## config.mk

```make
export PLATFORM = sky130hd
export DESIGN_NAME = state_menu_ctrl
export DESIGN_NICKNAME = d
export VERILOG_FILES = /design/src/rtl/state_menu_ctrl.sv
export SDC_FILE = /design/constraint.sdc
export NUM_CORES = 1
export LEC_CHECK = 0
export ABC_AREA = 1
export CAP_MARGIN = 20
export CELL_PAD_IN_SITES_DETAIL_PLACEMENT = 0
export CELL_PAD_IN_SITES_GLOBAL_PLACEMENT = 2
export CORE_ASPECT_RATIO = 0.5
export CORE_MARGIN = 8
export CORE_UTILIZATION = 30
export CTS_BUF_LIST = sky130_fd_sc_hd__clkbuf_8
export DETAILED_ROUTE_END_ITERATION = 7
export PLACE_DENSITY = 0.73
export SKIP_LAST_GASP = 1
export SYNTH_ARGS = -nofsm -noshare
export SYNTH_HDL_FRONTEND = slang
export SYNTH_SLANG_ARGS = --single-unit
```

## constraint.sdc

```tcl
create_clock -name clk -period 1.15 [get_ports clk]
set_input_delay 0.1725 -clock clk [delete_from_list [all_inputs] [get_ports clk]]
set_output_delay 0.1725 -clock clk [all_outputs]
set_load 0.02 [all_outputs]
```

## src/rtl/state_menu_ctrl.sv

```systemverilog
// Song-menu controller: debounced button front end feeding a
// START/MENU/PLAY/PAUSE/FINISH state machine with song selection.
module state_menu_ctrl #(
  parameter int N_BUTTONS       = 3,
  parameter int N_SONGS         = 3,
  parameter int DEBOUNCE_CYCLES = 4,
  localparam int SEL_W          = $clog2(N_SONGS + 1)
) (
  input  logic                 clk,
  input  logic                 rst,
  input  logic [N_BUTTONS-1:0] buttons,
  input  logic                 finish,
  output logic [1:0]           state,
  output logic                 paused,
  output logic [SEL_W-1:0]     song_select,
  output logic [SEL_W-1:0]     song_confirm,
  output logic                 confirm_pulse,
  output logic [N_BUTTONS-1:0] btn_pulse
);

  localparam int CNT_W = $clog2(DEBOUNCE_CYCLES + 1);

  typedef enum logic [2:0] {
    S_START,
    S_MENU,
    S_PLAY,
    S_PAUSE,
    S_FINISH
  } state_t;

  logic [N_BUTTONS-1:0] sync1, sync2, stable, pulse;
  logic [CNT_W-1:0]     cnt [N_BUTTONS];

  state_t           cur, nxt;
  logic [SEL_W-1:0] sel_q, sel_d;
  logic [SEL_W-1:0] conf_q, conf_d;
  logic             cp_q, cp_d;

  logic cmd_prev, cmd_next, cmd_sel;

  // Synchronise, debounce and edge-detect every button
  always_ff @(posedge clk) begin
    if (rst) begin
      sync1  <= '0;
      sync2  <= '0;
      stable <= '0;
      pulse  <= '0;
      for (int unsigned i = 0; i < N_BUTTONS; i++) cnt[i] <= '0;
    end else begin
      sync1 <= buttons;
      sync2 <= sync1;
      for (int unsigned i = 0; i < N_BUTTONS; i++) begin
        pulse[i] <= 1'b0;
        if (sync2[i] == stable[i]) begin
          cnt[i] <= '0;
        end else if (cnt[i] == CNT_W'(DEBOUNCE_CYCLES - 1)) begin
          // this edge completes the run of differing samples, so the flip
          // and its rising-edge strobe are registered together
          stable[i] <= ~stable[i];
          pulse[i]  <= ~stable[i];
          cnt[i]    <= '0;
        end else begin
          cnt[i] <= cnt[i] + 1'b1;
        end
      end
    end
  end

  assign btn_pulse = pulse;
  assign cmd_prev  = pulse[0];
  assign cmd_next  = pulse[1];
  assign cmd_sel   = pulse[2];

  // FSM, selection and confirm registers
  always_ff @(posedge clk) begin
    if (rst) begin
      cur    <= S_START;
      sel_q  <= SEL_W'(1);
      conf_q <= '0;
      cp_q   <= 1'b0;
    end else begin
      cur    <= nxt;
      sel_q  <= sel_d;
      conf_q <= conf_d;
      cp_q   <= cp_d;
    end
  end

  // Next-state and register updates from the debounced command strobes
  always_comb begin
    nxt    = cur;
    sel_d  = sel_q;
    conf_d = conf_q;
    cp_d   = 1'b0;
    case (cur)
      S_START: begin
        if (|pulse[2:0]) nxt = S_MENU;
      end
      S_MENU: begin
        if (cmd_sel) begin
          nxt    = S_PLAY;
          conf_d = sel_q;
          cp_d   = 1'b1;
        end else if (cmd_next && !cmd_prev) begin
          sel_d = (sel_q == SEL_W'(N_SONGS)) ? SEL_W'(1) : sel_q + SEL_W'(1);
        end else if (cmd_prev && !cmd_next) begin
          sel_d = (sel_q == SEL_W'(1)) ? SEL_W'(N_SONGS) : sel_q - SEL_W'(1);
        end
      end
      S_PLAY: begin
        if (finish)       nxt = S_FINISH;
        else if (cmd_sel) nxt = S_PAUSE;
      end
      S_PAUSE: begin
        if (finish)       nxt = S_FINISH;
        else if (cmd_sel) nxt = S_PLAY;
      end
      S_FINISH: begin
        if (cmd_sel) begin
          nxt    = S_MENU;
          conf_d = '0;
        end
      end
      default: nxt = S_START;
    endcase
  end

  // Externally visible state code; PAUSE shares the PLAY code
  always_comb begin
    state = 2'd0;
    case (cur)
      S_START:  state = 2'd0;
      S_MENU:   state = 2'd1;
      S_PLAY:   state = 2'd2;
      S_PAUSE:  state = 2'd2;
      S_FINISH: state = 2'd3;
      default:  state = 2'd0;
    endcase
  end

  assign paused        = (cur == S_PAUSE);
  assign song_select   = sel_q;
  assign song_confirm  = conf_q;
  assign confirm_pulse = cp_q;

endmodule

```

Yosys cells after proc, flatten, opt, wreduce, memory -nomap -nowiden
Memories as Yosys holds them, arrays and structs flattened.
Cells that the tools add are included.
- memory bits (read-only): 0
- input bits: 6
- bits in latches: 0
- memories: 1
- logic and storage cells: 133
- flip-flop bits (word level): 20
- bits in writable memories: 9
- output and inout port bits: 11
- equal/unequal tests: 16
- $mul: 0
- div/mod/pow operators: 0
- shifts and indexed selects: 0
- multiplexer cells: 60
- add/subtract/negate cells: 5
- magnitude comparators: 0
- reductions and logical operators: 19
- bitwise operators: 20
- memories (memory ; words ; bits a word ; read ports ; clocked after memory_dff ; wr ports ; RTL line ; text):
    cnt ; 3 ; 3 ; 3 ; 0 ; 3 ; 32 ; logic [CNT_W-1:0] cnt [N_BUTTONS];
- operators by type and width (cell ; count):
    $mux 3 ; 15
    $mux 1 ; 36
    $eq 3x2->1 const B ; 5
    $pmux 3 s5 ; 1
    $mux 2 ; 6
    $reduce_or 3->1 ; 4
    $not 1->1 ; 11
    $add 3x1->3 const B ; 3
    $or 1x1->1 ; 9
    $reduce_and 3->1 ; 3
    $ne 2x2->1 const B ; 3
    $pmux 2 s3 ; 1
    $reduce_and 2->1 ; 3
    $pmux 2 s2 ; 1
    $reduce_bool 2->1 ; 2
    $reduce_or 2->1 ; 2
    $eq 1x1->1 ; 3
    $eq 3x1->1 const B ; 1
    $eq 3x3->1 const B ; 1
    $logic_not 3->1 ; 1
    $ne 3x3->1 const B ; 1
    $add 2x1->2 const B ; 1
    $eq 2x1->1 const B ; 1
    $eq 2x2->1 const B ; 1
    3 further kinds ; 5

Logic depth before layout (Yosys ltp)
Gate-level depths: netlist of the first run.
- depth in word-level cells: 7
- mapped depth: 7
- mapped depth without buffers: 7

Worst setup path after synthesis of the first run
No wires, ideal clock.
- path type: register -> register
- start point: register pulse[0] (netlist: btn_pulse[0])
- end point: register sel_q[1] (netlist: song_select[1])
- arrival: 1.159 ns
- library setup time: 0.116 ns
- stages on the path, launching flop included: 8
- data required time: 1.034 ns
- setup slack: -0.125 ns
- clock period less this slack: 1.275 ns
- path buffers: 0
- path through: dfxtp_1 -> inv_1 -> ha_1 -> nand2_1 -> nor2_1 -> inv_1 -> nor2_1 -> nor2_1
- cells in the longest elaborated chain, start to end: 4
- elaborated cells between the ends (all ways): 6
- classes of those cells: mux (1); reduce/logical (5)
- RTL lines (item ; RTL line ; text):
    start: declaration ; 31 ; logic [N_BUTTONS-1:0] sync1, sync2, stable, pulse;
    start signal: indexed assignment ; 60 ; pulse[i] <= ~stable[i];
    $logic_not 1->1 ; 104 ; end else if (cmd_next && !cmd_prev) begin
    $logic_and 1x1->1 ; 104 ;
    $reduce_bool 2->1 (no line) ; -- ;
    $reduce_and 3->1 (no line) ; -- ;
    end signal: assignment ; 83 ; sel_q <= sel_d;
    end: declaration ; 35 ; logic [SEL_W-1:0] sel_q, sel_d;
Several ways; a longest one is shown, not always the timed one.
A chain may end at the register's enable or synchronous reset.

Final worst setup path of the first run
- start point: register cur[0]
- end point: output state[0]
- cells in the longest elaborated chain, start to end: 3
- elaborated cells between the ends (all ways): 6
- classes of those cells: eq/ne (4); mux (1); reduce/logical (1)
- RTL lines (item ; RTL line ; text):
    start: declaration ; 34 ; state_t cur, nxt;
    start signal: assignment ; 82 ; cur <= nxt;
    $eq 3x2->1 ; 131 ; case (cur)
    $reduce_or 2->1 (no line) ; -- ;
    $pmux 2 s3 (*) ; 131 ;
    end: declaration ; 13 ; output logic [1:0] state,
Mark *: on every way between the ends. The rest lies on a longest branch, timed or not.

==> results of run 1 <==
## registers in the layout (all words and copies together), names as in the netlist
signal and cells:
btn_pulse 3, cnt 9, confirm_pulse 1, cur 3
song_confirm 2, song_select 2, stable 3, sync1 3
sync2 3
## placed cells by master, fill, tap and decap left out, types with 4 or more instances in the layout
| master | synthesis | layout |
|---|---|---|
| inv_1 | 28 | 26 |
| nand3_2 | 1 | 5 |
| clkbuf_8 | 0 | 6 |
| nand2_1 | 23 | 20 |
| nand3_1 | 11 | 5 |
| nor2_1 | 29 | 19 |
| dfxtp_1 | 20 | 14 |
| ha_4 | 0 | 4 |
| buf_6 | 0 | 5 |
| clkdlybuf4s50_1 | 0 | 4 |
| clkbuf_2 | 1 | 4 |
| conb_1 | 1 | 9 |
| nor2_2 | 1 | 5 |
| ha_1 | 11 | 4 |
| dfxtp_4 | 0 | 4 |
| buf_4 | 0 | 32 |
| edfxtp_1 | 9 | 9 |
| o21ai_0 | 4 | 4 |
| nor2_4 | 0 | 6 |
## where the power goes
group,switching (mW),internal [mW],total (mW),leakage (nW)
registers,0.0126,1.07,1.09,0.259
clock network,0.356,0.469,0.824,0.0538
logic,0.0806,0.0891,0.170,0.649
## layer usage
layer	up-vias	routed length, um
met2	11	1360
li1	599	-
met5	-	0
met4	0	57
met3	4	114
met1	512	1240
## repair_timing
item,CTS,global route
buffers inserted,6,6
pin swaps,20,15
gates resized for setup,54,27
setup endpoints to repair,24,25
## area by class of cell
cell class	instances	area (um2)
fill	451	2190
multi-input combinational	104	746
sequential	29	688
timing repair buffer	50	404
inverter	28	108
clock buffer	6	82.6
tap	57	71.3
clock inverter	2	7.51
## logic make-up (layout without fill, tap and decap cells)
| logic type | Yosys count | after routing |
|---|---|---|
| compound gates | 7 | 7 |
| xor+xnor | 1 | 1 |
| fa+ha+maj | 11 | 11 |
| buf+inv | 30 | 86 |
| flops | 29 | 29 |
| mux | 2 | 2 |
| other cells | 1 | 9 |
| simple gates | 74 | 74 |
## worst max-delay path: cells and delay by family, from the launching register on
kind	cells	cell delay (ns)
buf+inv	1	0.11
flops	1	0.36
simple gates	3	0.30
## final timing paths
| path | from | endpoint | slack [ns] | cells after the start |
|---|---|---|---|---|
| setup reg to reg | cnt[0][1] | cnt[0][0] | -0.02 | 5 |
| setup / recovery | cur[0] | state[0] | -0.07 | 4 |
| hold / removal | sync1[0] | sync2[0] | 0.41 | 2 |
| hold reg to reg | sync1[0] | sync2[0] | 0.41 | 2 |
## stage by stage
step / setup TNS, ns / hold slack, ns
2_1_floorplan: 0 / 0.242
3_3_place_gp: -5.32 / 0.395
3_5_place_dp: -4.80 / 0.394
4_1_cts: -0.536 / 0.402
5_1_grt: -1.07 / 0.421
6_report: -0.255 / 0.411
## cells in the mapped netlist
cell type | n | area (um2)
xor2_1 | 1 | 8.76
nand4_1 | 2 | 12.5
o21ai_0 | 4 | 20.0
nand2_1 | 23 | 86.3
nor2_2 | 1 | 6.26
conb_1 | 1 | 3.75
edfxtp_1 | 9 | 270
nand2_2 | 3 | 18.8
nor4_1 | 1 | 6.26
clkbuf_1 | 1 | 3.75
clkbuf_2 | 1 | 5.00
nand3_1 | 11 | 55.1
nand3b_1 | 1 | 7.51
or2_2 | 2 | 12.5
nand3_2 | 1 | 10.0
nor2_1 | 29 | 109
ha_1 | 11 | 138
a21oi_1 | 3 | 15.0
inv_1 | 28 | 105
mux2i_1 | 2 | 20.0
dfxtp_1 | 20 | 400
==> tab_implementation.tex, run 1 <==
\begin{tabular}{lr}
\hline
Metric & Value \\
\hline
\multicolumn{2}{l}{\textbf{Yosys}} \\
Adder-cell share of the synthesized area & 10.5\% \\
Post-Synth Simple-Gate Area & 24.7\% \\
Area fraction in compound gates after synthesis & 2.67\% \\
Main combinational cell family by area after synthesis & simple AND/OR/NAND/NOR gates \\
Flip-flop and latch count after synthesis & 29 \\
Netlist cell types & 21 \\
Synth Area per Inst & 8.48 um2 \\
Share of synthesized area occupied by flip-flops and latches & 51.0\% \\
Synth warn & 0 \\
Fraction of synthesized area in multiplexers & 1.52\% \\
Mapped Cells & 155 \\
Xor and xnor fraction of the mapped netlist area & 0.667\% \\
Syn Std Cell Area & 1310 um2 \\
\multicolumn{2}{l}{\textbf{GRT}} \\
Largest net degree at the start of global routing & 10 \\
Number of global-route vias before repair & 1094 \\
Global-route wire length before repair & 4890 um \\
Tot GR Track Use & 9.28\% \\
Initial antenna violation count & 0 \\
Total overflow reported by the global router & 0 \\
GRT busiest layer & met2 \\
Met1 usage in global routing & 10.7\% \\
Global routing usage on met3 & 3.50\% \\
Grt met2 use & 14.1\% \\
\multicolumn{2}{l}{\textbf{STA}} \\
Worst-case clock skew & 0.00484 ns \\
Min setup slack post-route & -0.0725 ns \\
Fin. max-slew vios & 0 \\
Final setup violating endpoints & 9 \\
Post-route fraction of the period consumed by the critical path & 106\% \\
Setup repair after global routing missed its margin & true \\
Shortest period the worst path allows & 1.22 ns \\
Maximum operating frequency & 818 MHz \\
Final hold vios & 0 \\
\multicolumn{2}{l}{\textbf{Floorplan}} \\
Die ar. & 6880 um2 \\
Die W & 110 um \\
Placeable Area & 4300 um2 \\
Row cnt & 17 \\
Number of I/O pins & 17 \\
Starting Density & 30.6\% \\
Chip height & 62.8 um \\
\multicolumn{2}{l}{\textbf{Clock tree}} \\
Library cell used as clock root buffer & clkbuf\_8 \\
Number of buffers added by the clock tree synthesis step & 5 \\
H-tree lvl count & 2 \\
CTS hold repair buffers & 0 \\
CTS tree & done \\
Clock slew seen by the registers of the worst setup and hold paths & 0.06 ns \\
Clock insertion delay at the later pin of the skew report & 0.27 ns \\
Maximum number of buffers from clock root to sink & 2 \\
CTS sink cnt & 29 \\
\multicolumn{2}{l}{\textbf{Worst hold path}} \\
HP Class & register to register \\
\multicolumn{2}{l}{\textbf{Finish}} \\
Final Instance Area & 2110 um2 \\
Post-layout net count & 235 \\
Final non-filler cell total & 276 \\
Core occupancy in the finished layout & 49.0\% \\
Antenna diode instance count & 0 \\
Layout cells sized above 1 & 41.6\% \\
Layout overhead on the synthesized area & 60.4\% \\
\multicolumn{2}{l}{\textbf{Job}} \\
\# Max-Cap Violations & 0 \\
\multicolumn{2}{l}{\textbf{Power}} \\
Worst IR Drop VDD & 0.521 mV \\
Leakage & 0.962 nW \\
Total Power Consumption & 2.08 mW \\
Power density of the placed cells & 987 nW/um2 \\
\multicolumn{2}{l}{\textbf{Place}} \\
Pre-CTS worst setup slack & -0.312 ns \\
PortBufs & 16 \\
Placed cell areas & 1790 um2 \\
Routability congestion estimate & 0.791 \\
Number of cells in the design after placement & 258 \\
Total half-perimeter wirelength after legalization and detailed placement & 2030 um \\
\multicolumn{2}{l}{\textbf{Critical path}} \\
Required time of the worst setup path & 0.98 ns \\
Endpoint kind of the worst setup timing path & output pin \\
Critical-path top delay cell & dfxtp\_4 \\
Arrival time of the worst setup path & 1.05 ns \\
Category of the worst setup path launch point & register \\
CP Class & register to output pin \\
Maximum fanout along the worst path & 4 \\
Cell-by-cell trace of the critical path & nor2\_4, nand2\_4, nand2\_4, buf\_6 \\
Crit path top cell by count & nand2\_4 \\
Delay contributed by the slowest stage of the critical path & 0.36 ns \\
\multicolumn{2}{l}{\textbf{Route}} \\
DR iter-0 viols & 37 \\
Number of remaining DRC errors & 0 \\
First-pass iteration count of the detailed router & 3 \\
Mean routed wirelength per cell & 10.1 um \\
Drt via density & 4.08 \\
Post-DRT Antenna Nets & 0 \\
Vias after detailed routing & 1126 \\
Total Routed Length & 2780 um \\
\multicolumn{2}{l}{\textbf{Outcome}} \\
Outcome & finished with violations \\
Violated checks & negative setup slack \\
\hline
\end{tabular}
Note: power is estimated with default switching activity, not from simulation.
==> run 2: changes to the inputs <==
--- a/config.mk
+++ b/config.mk
@@ -11,10 +11,11 @@
 export CELL_PAD_IN_SITES_GLOBAL_PLACEMENT = 2
 export CORE_ASPECT_RATIO = 0.5
 export CORE_MARGIN = 8
-export CORE_UTILIZATION = 30
+export CORE_UTILIZATION = 34
 export CTS_BUF_LIST = sky130_fd_sc_hd__clkbuf_8
 export DETAILED_ROUTE_END_ITERATION = 7
-export PLACE_DENSITY = 0.73
+export PLACE_DENSITY = 0.78
+export REMOVE_ABC_BUFFERS = 1
 export SKIP_LAST_GASP = 1
 export SYNTH_ARGS = -nofsm -noshare
 export SYNTH_HDL_FRONTEND = slang
==> constraint.sdc (replaced) <==
create_clock -name clk -period 1.3 [get_ports clk]
set_input_delay 0.195 -clock clk [delete_from_list [all_inputs] [get_ports clk]]
set_output_delay 0.195 -clock clk [all_outputs]
set_load 0.02 [all_outputs]
==> tab_implementation.tex, run 2 (same netlist as run 1, synthesis figures left out) <==
\begin{tabular}{lr}
\hline
Metric & Value \\
\hline
\multicolumn{2}{l}{\textbf{Outcome}} \\
Outcome & completed \\
\multicolumn{2}{l}{\textbf{Place}} \\
Placed cell areas & 1700 um2 \\
Pre-CTS worst setup slack & -0.163 ns \\
Routability congestion estimate & 0.803 \\
Total half-perimeter wirelength after legalization and detailed placement & 1890 um \\
PortBufs & 16 \\
\multicolumn{2}{l}{\textbf{Critical path}} \\
Source of the critical timing path & cur[0] \\
Worst path buffer plus inverter count & 1 \\
Critical-path top delay cell & dfxtp\_2 \\
Arrival time of the worst setup path & 1.06 ns \\
Required time of the worst setup path & 1.11 ns \\
Critical path's top delay family & flip-flops \\
Crit path top cell by count & nand2\_2 \\
CP Class & register to output pin \\
Reg-to-Reg Start & cnt[1][0] \\
Delay contributed by the slowest stage of the critical path & 0.35 ns \\
Endpoint kind of the worst setup timing path & output pin \\
Cell-by-cell trace of the critical path & nor2\_4, nand2\_2, nand2\_2, buf\_4 \\
Maximum fanout along the worst path & 4 \\
Category of the worst setup path launch point & register \\
\multicolumn{2}{l}{\textbf{Floorplan}} \\
Die W & 104 um \\
Starting Density & 34.5\% \\
Die ar. & 6230 um2 \\
Placeable Area & 3800 um2 \\
Chip height & 60.0 um \\
Number of I/O pins & 17 \\
Row cnt & 16 \\
\multicolumn{2}{l}{\textbf{Route}} \\
Vias after detailed routing & 1039 \\
Drt via density & 3.98 \\
Post-DRT Antenna Nets & 0 \\
First-pass iteration count of the detailed router & 4 \\
Total Routed Length & 2480 um \\
Number of remaining DRC errors & 0 \\
Mean routed wirelength per cell & 9.49 um \\
DR iter-0 viols & 23 \\
\multicolumn{2}{l}{\textbf{Finish}} \\
Sequential Area & 673 um2 \\
Final Instance Area & 1880 um2 \\
Antenna diode instance count & 0 \\
Number of flip-flops under the largest register name & 9 \\
Layout overhead on the synthesized area & 43.4\% \\
Number of fill cells in the layout & 386 \\
Area of combinational cells with multiple inputs & 627 um2 \\
Most frequent cells in the layout & 27 x inv\_1, 24 x nor2\_1, 24 x buf\_4 \\
Post-layout net count & 223 \\
Leading cell type in the layout, fill and taps excluded & inv\_1 \\
Layout cells sized above 1 & 26.6\% \\
Largest register by flop count & cnt \\
Core occupancy in the finished layout & 49.5\% \\
\multicolumn{2}{l}{\textbf{GRT}} \\
Total overflow reported by the global router & 0 \\
Number of global-route vias before repair & 943 \\
Largest net degree at the start of global routing & 10 \\
Initial antenna violation count & 0 \\
Tot GR Track Use & 8.70\% \\
Global-route wire length before repair & 4200 um \\
\multicolumn{2}{l}{\textbf{Clock tree}} \\
Maximum number of buffers from clock root to sink & 2 \\
Library cell used as clock root buffer & clkbuf\_8 \\
Clock insertion delay at the later pin of the skew report & 0.28 ns \\
Number of buffers added by the clock tree synthesis step & 5 \\
H-tree lvl count & 2 \\
Clock slew seen by the registers of the worst setup and hold paths & 0.06 ns \\
CTS sink cnt & 29 \\
CTS hold repair buffers & 0 \\
CTS tree & done \\
\multicolumn{2}{l}{\textbf{STA}} \\
Final hold vios & 0 \\
Min setup slack post-route & 0.0485 ns \\
Shortest period the worst path allows & 1.25 ns \\
Worst-case clock skew & 0.00578 ns \\
Maximum operating frequency & 799 MHz \\
Fin. max-slew vios & 0 \\
Final setup violating endpoints & 0 \\
Post-route fraction of the period consumed by the critical path & 96.3\% \\
Smallest hold slack & 0.406 ns \\
Setup repair after global routing missed its margin & true \\
\multicolumn{2}{l}{\textbf{Job}} \\
\# Max-Cap Violations & 0 \\
\multicolumn{2}{l}{\textbf{Power}} \\
Worst IR Drop VDD & 0.426 mV \\
Total Power Consumption & 1.98 mW \\
Power density of the placed cells & 1050 nW/um2 \\
Leakage & 0.905 nW \\
\multicolumn{2}{l}{\textbf{Worst hold path}} \\
HP Class & register to register \\
Hold path startpoint & sync1[0] \\
\hline
\end{tabular}
## run 2: changes by cell type in the layout (fill, tap and decap cells not counted), moves of 4 or more
cell           before  now
buf_4              32   24
nor2_1             19   24
ha_4                4    0
buf_6               5    0
clkbuf_2            4    0
dfxtp_1            14   18
dfxtp_4             4    0
dlygate4sd2_1       2    8
## run 2: routing by layer
layer | GRT usage, % | vias to the layer above | share of wire [%]
li1 | - | 576 | -
met1 | 10.4 | 452 | 53
met2 | 13.0 | 11 | 43
met3 | 4.95 | 0 | 4.4
met4 | 2.44 | 0 | 0
met5 | 0 | - | 0
## run 2: timing repair
action / CTS / global route
setup endpoints to repair: 17 / 16
buffers inserted: 4 / 0
pin swaps: 8 / 9
gates resized for setup: 21 / 23
gates cloned: 0 / 0
## run 2: final timing paths
check,endpoint,cells past startpoint,slack (ns)
setup / recovery,state[0],4,0.05
hold / removal,sync2[0],2,0.41
setup reg to reg,stable[1],7,0.07
hold reg to reg,sync2[0],2,0.41
## run 2: report_power, final
part	leakage (nW)	total [mW]	switching, mW	internal (mW)
combinational	0.592	0.119	0.0571	0.0614
clock	0.0570	0.890	0.333	0.557
sequential	0.256	0.968	0.0105	0.957
## run 2: area by class of cell
type / instances / area share (%)
timing repair buffer: 38 / 16.2
clock inverter: 3 / 1.99
sequential: 29 / 35.7
inverter: 28 / 5.58
multi-input combinational: 104 / 33.3
clock buffer: 5 / 3.65
tap: 54 / 3.59
## run 2: worst reg2reg max path: stages (launching register included)
cell and delay (ns):
edfxtp_1 0.39, ha_2 0.19, ha_2 0.19, nor2_4 0.12, buf_4 0.12, buf_4 0.08
nand2_1 0.04, nand2_1 0.05
## run 2: per-stage QoR
step / instances / TNS [ns]
2_1_floorplan: 161 / 0
3_3_place_gp: 249 / -0.697
3_5_place_dp: 249 / -0.821
4_1_cts: 261 / -0.193
5_1_grt: 261 / -0.0336
6_report: 261 / 0
==> run 3: changes to the inputs <==
--- a/config.mk
+++ b/config.mk
@@ -10,7 +10,7 @@
 export CELL_PAD_IN_SITES_DETAIL_PLACEMENT = 0
 export CELL_PAD_IN_SITES_GLOBAL_PLACEMENT = 2
 export CORE_ASPECT_RATIO = 0.5
-export CORE_MARGIN = 8
+export CORE_MARGIN = 2
 export CORE_UTILIZATION = 34
 export CTS_BUF_LIST = sky130_fd_sc_hd__clkbuf_8
 export DETAILED_ROUTE_END_ITERATION = 7
==> tab_implementation.tex, run 3 (same netlist as run 1, synthesis figures left out) <==
\begin{tabular}{lr}
\hline
Metric & Value \\
\hline
\multicolumn{2}{l}{\textbf{Critical path}} \\
Maximum fanout along the worst path & 4 \\
Category of the worst setup path launch point & register \\
Cell-by-cell trace of the critical path & nor2\_4, nand2\_2, nand2\_2, buf\_4 \\
Crit path top cell by count & nand2\_2 \\
Critical-path top delay cell & dfxtp\_2 \\
CP Class & register to output pin \\
Cell count of the worst reg-to-reg path & 7 \\
Source of the critical timing path & cur[0] \\
Endpoint kind of the worst setup timing path & output pin \\
Logic depth of the worst setup path including buffers & 4 \\
Arrival time of the worst setup path & 1.05 ns \\
R2r endpoint & stable[0] \\
Capture point of the critical path & state[0] \\
Required time of the worst setup path & 1.11 ns \\
Critical path's top delay family & flip-flops \\
Worst path buffer plus inverter count & 1 \\
Slack of the worst reg-to-reg path & 0.06 ns \\
Reg-to-Reg Start & cnt[0][0] \\
Delay contributed by the slowest stage of the critical path & 0.35 ns \\
\multicolumn{2}{l}{\textbf{Floorplan}} \\
Die ar. & 4410 um2 \\
Row cnt & 15 \\
Die W & 91.9 um \\
Placeable Area & 3570 um2 \\
Chip height & 48.0 um \\
Number of I/O pins & 17 \\
Starting Density & 36.8\% \\
\multicolumn{2}{l}{\textbf{Finish}} \\
Antenna diode instance count & 0 \\
Layout overhead on the synthesized area & 42.7\% \\
Number of fill cells in the layout & 355 \\
Most frequent cells in the layout & 29 x inv\_1, 26 x buf\_4, 24 x nor2\_1 \\
Layout cells sized above 1 & 26.9\% \\
Number of flip-flops under the largest register name & 9 \\
Final Instance Area & 1870 um2 \\
Largest register by flop count & cnt \\
Leading cell type in the layout, fill and taps excluded & inv\_1 \\
Post-layout net count & 224 \\
\multicolumn{2}{l}{\textbf{Clock tree}} \\
Clock insertion delay at the later pin of the skew report & 0.27 ns \\
Maximum number of buffers from clock root to sink & 2 \\
Number of buffers added by the clock tree synthesis step & 5 \\
Clock slew seen by the registers of the worst setup and hold paths & 0.06 ns \\
Library cell used as clock root buffer & clkbuf\_8 \\
H-tree lvl count & 2 \\
CTS sink cnt & 29 \\
CTS tree & done \\
\multicolumn{2}{l}{\textbf{Worst hold path}} \\
HP Class & register to register \\
\multicolumn{2}{l}{\textbf{STA}} \\
Shortest period the worst path allows & 1.25 ns \\
Fin. max-slew vios & 0 \\
Post-route fraction of the period consumed by the critical path & 96.0\% \\
Setup repair after global routing missed its margin & true \\
Maximum operating frequency & 801 MHz \\
Final setup violating endpoints & 0 \\
Min setup slack post-route & 0.0519 ns \\
Final hold vios & 0 \\
Worst-case clock skew & 0.00158 ns \\
\multicolumn{2}{l}{\textbf{Power}} \\
Leakage & 0.899 nW \\
Total Power Consumption & 1.79 mW \\
Worst IR Drop VDD & 0.523 mV \\
Power density of the placed cells & 952 nW/um2 \\
\multicolumn{2}{l}{\textbf{Place}} \\
PortBufs & 16 \\
Total half-perimeter wirelength after legalization and detailed placement & 1780 um \\
Pre-CTS worst setup slack & -0.149 ns \\
Placed cell areas & 1700 um2 \\
Routability congestion estimate & 0.754 \\
\multicolumn{2}{l}{\textbf{GRT}} \\
Global-route wire length before repair & 4110 um \\
Total overflow reported by the global router & 0 \\
Initial antenna violation count & 0 \\
Largest net degree at the start of global routing & 10 \\
Number of global-route vias before repair & 969 \\
Tot GR Track Use & 12.7\% \\
\multicolumn{2}{l}{\textbf{Outcome}} \\
Outcome & completed \\
\multicolumn{2}{l}{\textbf{Route}} \\
First-pass iteration count of the detailed router & 3 \\
Vias after detailed routing & 1058 \\
Post-DRT Antenna Nets & 0 \\
DR iter-0 viols & 16 \\
Total Routed Length & 2410 um \\
Number of remaining DRC errors & 0 \\
Drt via density & 4.08 \\
Mean routed wirelength per cell & 9.32 um \\
\multicolumn{2}{l}{\textbf{Job}} \\
\# Max-Cap Violations & 0 \\
\hline
\end{tabular}
[run 3: cell count changes in the layout (fill, tap and decap cells not counted), sizes merged]
cell	change
clkinv	+1
buf	+1
bufinv	-1
[run 3: timing repair]
item,4_1_cts,5_1_grt
hold buffers,0,0
setup endpoints to repair,18,17
buffers inserted,2,2
resized for setup,24,20
pin swaps,7,7
endpoints found under the hold margin,0,0
[run 3: worst min-delay path by stage]
stage	startpoint	endpoint	slack (ns)	cells past startpoint
final	sync1[1]	sync2[1]	0.40	2
after global routing	sync1[1]	sync2[1]	0.41	2
after CTS	sync1[1]	sync2[1]	0.40	2
after detailed placement	sync1[1]	sync2[1]	0.40	2
after global placement	sync1[1]	sync2[1]	0.40	2
after floorplan	rst	cur[1]	0.26	1
[run 3: power by group]
part	internal [mW]	switching, mW	leakage, nW
registers	0.957	0.0109	0.256
clock network	0.362	0.335	0.0491
logic	0.0622	0.0581	0.593
total	1.38	0.404	0.899
[run 3: layout make-up]
type | count | area (um2) | share of cell area, %
well taps | 51 | 63.8 | 3.40
inverters | 28 | 105 | 5.61
clock inverters | 3 | 13.8 | 0.734
multi-input cells | 104 | 634 | 33.8
clock buffers | 5 | 68.8 | 3.67
flip-flops and latches | 29 | 673 | 35.9
repair buffers | 39 | 315 | 16.8
[run 3: layer usage]
layer  vias up  global-route usage (%)  part of all wire [%]
li1        576                       -                     -
met4         0                    6.27                   1.5
met1       461                    15.0                    49
met5         -                       0                     0
met2        14                    20.9                    45
met3         7                    5.35                   4.7
[run 3: worst reg2reg max path, delay by kind of cell, from the launching register on]
| kind | cells | cell delay (ns) |
|---|---|---|
| DFF | 1 | 0.39 |
| buffers and inverters | 2 | 0.22 |
| and+or+nand+nor | 3 | 0.21 |
| adders and majority gates | 2 | 0.39 |
[run 3: per-stage QoR]
| step | hold slack [ns] | util [%] | cells | TNS [ns] |
|---|---|---|---|---|
| final | 0.403 | 52.6 | 259 | 0 |
| after global routing | 0.413 | 52.6 | 259 | -0.0828 |
| after CTS | 0.404 | 50.5 | 257 | -0.170 |
| after detailed placement | 0.395 | 47.7 | 247 | -1.53 |
| after global placement | 0.401 | 47.7 | 247 | -1.37 |
| after floorplan | 0.264 | - | 161 | 0 |
